==> src/rtl/mips_pkg.sv <==
// Shared encodings for the immediate-extension datapath.
package mips_pkg;

  localparam logic [1:0] MODE_SIGN   = 2'b00;
  localparam logic [1:0] MODE_ZERO   = 2'b01;
  localparam logic [1:0] MODE_UPPER  = 2'b10;
  localparam logic [1:0] MODE_BRANCH = 2'b11;

  typedef logic [1:0] imm_mode_t;

endpackage

==> src/rtl/imm_ext_core.sv <==
// Combinational immediate extender: sign/zero/upper/branch forms.
module imm_ext_core
  import mips_pkg::*;
#(
  parameter int IN_W  = 16,
  parameter int OUT_W = 32
) (
  input  logic [IN_W-1:0]  imm,
  input  imm_mode_t        mode,
  output logic [OUT_W-1:0] ext
);

  logic [OUT_W-1:0] sign_ext;
  logic [OUT_W-1:0] zero_ext;
  logic [OUT_W-1:0] upper_ext;
  logic [OUT_W-1:0] branch_ext;

  assign sign_ext   = {{(OUT_W-IN_W){imm[IN_W-1]}}, imm};
  assign zero_ext   = {{(OUT_W-IN_W){1'b0}}, imm};
  assign upper_ext  = {imm, {(OUT_W-IN_W){1'b0}}};
  // Word-offset branch form: sign result scaled by 4, top two bits dropped.
  assign branch_ext = {sign_ext[OUT_W-3:0], 2'b00};

  always_comb begin
    ext = sign_ext;
    case (mode)
      MODE_SIGN:   ext = sign_ext;
      MODE_ZERO:   ext = zero_ext;
      MODE_UPPER:  ext = upper_ext;
      MODE_BRANCH: ext = branch_ext;
      default:     ext = sign_ext;
    endcase
  end

endmodule

==> src/rtl/imm_extend_unit.sv <==
// Immediate extender with a two-entry (output + skid) valid/ready buffer.
module imm_extend_unit
  import mips_pkg::*;
#(
  parameter int IN_W  = 16,
  parameter int OUT_W = 32
) (
  input  logic             clock,
  input  logic             reset,
  input  logic             in_valid,
  output logic             in_ready,
  input  logic [IN_W-1:0]  in_imm,
  input  logic [1:0]       in_mode,
  output logic             out_valid,
  input  logic             out_ready,
  output logic [OUT_W-1:0] out_data
);

  logic [OUT_W-1:0] ext;
  logic             or_valid;
  logic [OUT_W-1:0] or_data;
  logic             sk_valid;
  logic [OUT_W-1:0] sk_data;
  logic             accept;

  imm_ext_core #(.IN_W(IN_W), .OUT_W(OUT_W)) u_core (
    .imm  (in_imm),
    .mode (in_mode),
    .ext  (ext)
  );

  // in_ready comes straight from the skid flop, so out_ready never reaches it.
  assign in_ready  = !sk_valid;
  assign accept    = in_valid && in_ready;
  assign out_valid = or_valid;
  assign out_data  = or_data;

  always_ff @(posedge clock) begin
    if (reset) begin
      or_valid <= 1'b0;
      or_data  <= '0;
      sk_valid <= 1'b0;
      sk_data  <= '0;
    end else if (!or_valid || out_ready) begin
      // Output register is free this edge; the skid entry is older than any new beat.
      if (sk_valid) begin
        or_valid <= 1'b1;
        or_data  <= sk_data;
        sk_valid <= 1'b0;
      end else if (accept) begin
        or_valid <= 1'b1;
        or_data  <= ext;
      end else begin
        or_valid <= 1'b0;
      end
    end else if (accept) begin
      sk_valid <= 1'b1;
      sk_data  <= ext;
    end
  end

endmodule

==> config.mk <==
export PLATFORM = sky130hd
export DESIGN_NAME = imm_extend_unit
export DESIGN_NICKNAME = d
export VERILOG_FILES = /design/src/rtl/mips_pkg.sv /design/src/rtl/imm_ext_core.sv /design/src/rtl/imm_extend_unit.sv
export SDC_FILE = /design/constraint.sdc
export NUM_CORES = 1
export LEC_CHECK = 0
export CAP_MARGIN = 20
export CORE_UTILIZATION = 35
export CTS_BUF_LIST = sky130_fd_sc_hd__clkbuf_4 sky130_fd_sc_hd__clkbuf_8
export DETAILED_ROUTE_END_ITERATION = 6
export GPL_ROUTABILITY_DRIVEN = 0
export PLACE_DENSITY = 0.61
export SETUP_SLACK_MARGIN = 0.2
export SLEW_MARGIN = 20
export SYNTH_ARGS = -nofsm -noshare
export SYNTH_HDL_FRONTEND = slang
export SYNTH_SLANG_ARGS = --single-unit
==> constraint.sdc <==
create_clock -name clock -period 3.05 [get_ports clock]
set_input_delay 0.61 -clock clock [delete_from_list [all_inputs] [get_ports clock]]
set_output_delay 0.61 -clock clock [all_outputs]
set_load 0.005 [all_outputs]
-- Word-level counts from Yosys, hierarchy flattened
Cells that the tools add are included.
Widths: inputs -> output; s select.
- flip-flop bits (word level): 66
- input bits: 22
- output and inout port bits: 34
- word-level logic and storage cells: 22
- equality and inequality tests: 3
- muxes and demuxes: 5
- bitwise operators: 1
- reductions and logical operators: 9
- operators with widths (kind ; number):
    $pmux 32 s4 ; 1
    $mux 32 ; 2
    $eq 2x2->1 const B ; 2
    $reduce_and 2->1 ; 2
    $eq 2x1->1 const B ; 1
    $logic_not 1->1 ; 2
    $logic_not 2->1 ; 1
    $mux 1 ; 2
    $reduce_bool 2->1 ; 1
    $reduce_or 2->1 ; 1
    $logic_and 1x1->1 ; 1
    $logic_or 1x1->1 ; 1
    $not 1->1 ; 1

-- Depth between registers and ports, before layout
- depth after elaboration: 4
- gate-level depth with buffers: 6
- mapped depth without buffers: 3

-- Modules after synthesis
Synthesis repeated with hierarchy kept, for this count alone.
- cells, all modules: 358
- area total of the unflattened synthesis: 3326.9 µm²
- by module, submodules not included (module ; times used ; cells each ; area an instance (µm²) ; seq. area each (µm²)):
    imm_extend_unit ; 1 ; 298 ; 2815.2 ; 1321.3
    imm_ext_core ; 1 ; 60 ; 511.7 ; 0.0

-- Worst setup path after synthesis
Ideal clock, no wire load.
- path kind: input -> register
- start: in in_mode[1]
- end: reg or_data[16], in the netlist out_data[16]
- library setup time: 0.139 ns
- data arrival time: 1.514 ns
- required time: 2.911 ns
- slack: 1.397 ns
- stages on the path: 5
- buffers on the path: 2
- cell sequence: buf_6 -> buf_2 -> mux2_2 -> o211ai_1 -> a311oi_2
- cells in the longest elaborated chain, start to end: 4
- ends and longest elaborated chain (item ; RTL line ; text):
    start: declaration ; imm_extend_unit.sv:13 ; input logic [1:0] in_mode,
    $eq 2x2->1, or another cell as far along ; imm_ext_core.sv:26 ; case (mode)
    $pmux 32 s4 (*) ; imm_ext_core.sv:26 ;
    $mux 32 (*) ; imm_extend_unit.sv:50 ; end else if (accept) begin
    $mux 32 (*) ; imm_extend_unit.sv:46 ; if (sk_valid) begin
    end signal: assignment ; imm_extend_unit.sv:48 ; or_data <= sk_data;
    end signal: assignment ; imm_extend_unit.sv:52 ; or_data <= ext;
    end: declaration ; imm_extend_unit.sv:21 ; logic [OUT_W-1:0] or_data;
Mark *: on every way between the ends. The rest lies on a longest branch, timed or not. The select of a mux whose other input is x is not followed.
A chain may end at the register's enable or synchronous reset.

-- Worst setup path in the final report
- start: reg sk_valid
- end: out in_ready
- cells in the longest elaborated chain, start to end: 1
- ends and longest elaborated chain (item ; RTL line ; text):
    start: declaration ; imm_extend_unit.sv:22 ; logic sk_valid;
    start signal: assignment ; imm_extend_unit.sv:42 ; sk_valid <= 1'b0;
    start signal: assignment ; imm_extend_unit.sv:49 ; sk_valid <= 1'b0;
    start signal: assignment ; imm_extend_unit.sv:57 ; sk_valid <= 1'b1;
    $logic_not 1->1 ; imm_extend_unit.sv:33 ; assign in_ready = !sk_valid;
    end: declaration ; imm_extend_unit.sv:11 ; output logic in_ready,
No other way between the ends.

==> summary.txt <==
Run status
  – Status: completed

Die
  – Initial core utilization: 0.370
  – Core area: 8890 µm²
  – DIE AREA: 9780 µm²
  – Die height: 98.9 µm
  – IO Pins: 56
  – FP Rows: 34
  – Die width: 98.9 µm

Timing
  – Unrepaired setup endpoints after global routing: false
  – Min Tclk post-route: 2.21 ns
  – Worst-Margin Slew: 0.998 ns
  – Final clock skew: 0.0107 ns
  – TNS Setup: 0 ns
  – Fin crit share: 0.723
  – FMAX: 453 MHz
  – Max Slew Vio Count: 0
  – Final setup vio count: 0
  – Max_slew headroom: 0.331
  – Final count of hold timing violations: 0

Synthesis
  – Count of flip-flops with a built-in enable after synthesis: 0
  – Post-synthesis sequential area ratio: 0.402
  – Unique masters post-synth: 40
  – Yosys warns: 0
  – Post-Syn Area: 3290 µm²
  – Avg Cell Area, Syn: 9.42 µm²
  – Top_reg_cell synth: dfxtp_1
  – Synthesized instance count: 349
  – Yosys reg bits: 66
  – Synth Net Count: 371
  – Share of flip-flops with an asynchronous set or reset: 0

Clocking
  – Clock Path Buffers: 2
  – CTS clock-pin slew for the worst setup and hold paths: 0.07 ns
  – Post-CTS Setup Repair Bufs: 0
  – CTS buffer count: 9
  – Clock sink count: 66
  – # H-tree levels: 3
  – Hold_buf cts: 0
  – CTS tree: yes
  – Clock root buffer: clkbuf_8
  – Worst-skew pair later-pin latency: 0.34 ns
  – Post-cts resize count: 0

GRT
  – First-pass GRT wire length: 14300 µm
  – Largest net degree at the start of global routing: 47
  – GRT overflow: 0
  – Antenna violations before repair: 0
  – Number of global-route vias before repair: 2748
  – Gr usage total: 0.187

Critical path
  – WP data arrival: 1.60 ns
  – Max incr delay on CP: 0.57 ns
  – Class of the most critical setup path: flop to output port
  – Cell count of the worst reg-to-reg path: 4
  – CP cell instances: inv_2 -> clkdlybuf4s50_1
  – Reg2reg start: sk_valid
  – Crit start category: flop
  – Setup crit start: sk_valid
  – Crit end category: output port
  – Slowest stage cell, crit path: clkdlybuf4s50_1
  – Maximum fanout along the worst path: 17
  – Worst EP required: 2.44 ns

Cells and area
  – Seq. cell area: 1320 µm²
  – Area delta synth->final: 23.4%
  – Final nets: 413
  – Area of the multi-input gates: 1730 µm²
  – Commonest non-fill, non-tap cell in the layout: dfxtp_1
  – Share of cells above drive strength 1: 0.129
  – Antenna cells: 0
  – FILL cells: 880
  – Most frequent cells in the layout: dfxtp_1, clkdlybuf4s50_1, a21oi_1

Drt
  – First-pass DRT Iterations: 5
  – Drt drc: 0
  – Iteration-0 DRC Markers: 180
  – Vias per cell: 5.66
  – Final WL: 8890 µm
  – DR vias: 2854
  – Routed wire length per instance: 17.6 µm
  – Final ANT Viol Nets: 0

Pwr
  – Worst VDD drop: 0.000192 V
  – Int Pwr: 1470 µW
  – Sequential share of power: 0.464
  – Comb power frac: 0.171
  – Switching part of the total: 0.271
  – P per Cell Area: 497 nW/µm²
  – Lkg Pwr: 0.00144 µW
  – Pwr Total: 2020 µW
  – Clk pwr share: 0.365
  – Psw: 545 µW

Worst hold path
  – Min-delay worst type: flop to flop
  – Hold path depth: 2
  – Worst hold start: sk_data[0]

Job
  – MaxCap Viol Count: 0

Placement
  – I/O Buffers: 55
  – Detailed Place HPWL: 5910 µm
path summary, 6_finish.rpt:
check	end	slack [ns]
setup / recovery	in_ready	0.84
hold / removal	sk_data[0]	0.46
setup reg to reg	out_data[29]	1.24
hold reg to reg	sk_data[0]	0.46
Yosys cell counts, types with 2 or more instances:
master | number | area [µm²]
a211o_1 | 13 | 114
a211oi_1 | 15 | 113
a21oi_1 | 33 | 165
a21oi_2 | 7 | 61.3
a311oi_1 | 2 | 17.5
a32o_1 | 28 | 280
buf_1 | 3 | 11.3
buf_2 | 14 | 70.1
buf_4 | 6 | 45.0
buf_6 | 3 | 33.8
clkbuf_1 | 11 | 41.3
dfxtp_1 | 66 | 1320
inv_2 | 2 | 7.51
mux2i_1 | 14 | 140
nand2_1 | 9 | 33.8
nand2b_1 | 16 | 100
nand3_1 | 4 | 20.0
nor2_1 | 15 | 56.3
nor2b_1 | 14 | 87.6
nor3b_2 | 2 | 25.0
o2111a_1 | 14 | 158
o211ai_1 | 2 | 15.0
o21ai_0 | 21 | 105
o21ai_1 | 7 | 35.0
or2_1 | 11 | 68.8
or2_2 | 3 | 18.8
worst max-delay path: cells and delay by family (launching register included):
| family | cells | cell delay (ns) |
|---|---|---|
| flip-flops | 1 | 0.39 |
| buffers and inverters | 2 | 0.86 |
cell families after synthesis:
family	Yosys count	share of synthesized area
multiplexers	15	0.0461
buffers and inverters	41	0.0708
AND/OR/NAND/NOR	81	0.143
AO/OA/AOI/OAI	146	0.338
flip-flops	66	0.402
power by group through the flow:
stage / combinational [µW] / sequential [µW] / clock [µW]
final: 345 / 934 / 736
after global routing: 375 / 940 / 796
after CTS: 345 / 935 / 752
after floorplan: 202 / 950 / 0
after detailed placement: 343 / 954 / 0
after global placement: 339 / 953 / 0
metal layers:
layer  routed length (µm)  vias to the layer above  track usage  part of all wire
met2                 4180                       72        0.304              0.47
met5                    0                        -            0                 0
met4                  129                        0       0.0723             0.015
met1                 4260                     1369        0.250              0.48
met3                  315                       12       0.0277             0.035
li1                     -                     1401            -                 -
per-stage QoR:
stage,cell area [µm²],setup WS (ns),instances,hold WS [ns],util
2_1_floorplan,3290,1.40,349,0.436,-
3_3_place_gp,3860,0.584,488,0.445,0.434
3_5_place_dp,3860,0.565,488,0.451,0.434
4_1_cts,4060,0.840,504,0.461,0.456
5_1_grt,4060,0.782,504,0.485,0.456
6_report,4060,0.844,504,0.462,0.456
registers in the layout, indices dropped and copies added, names as in the netlist:
signal,count
sk_valid,1
out_valid,1
out_data,32
sk_data,32
area by class of cell:
cell class / instances / share of cell area
multi-input combinational: 242 / 0.427
inverter: 3 / 0.00278
timing repair buffer: 69 / 0.162
clock buffer: 10 / 0.0324
clock inverter: 6 / 0.0167
sequential: 66 / 0.326
tap: 108 / 0.0333
Note: power is estimated with default switching activity, not from simulation.
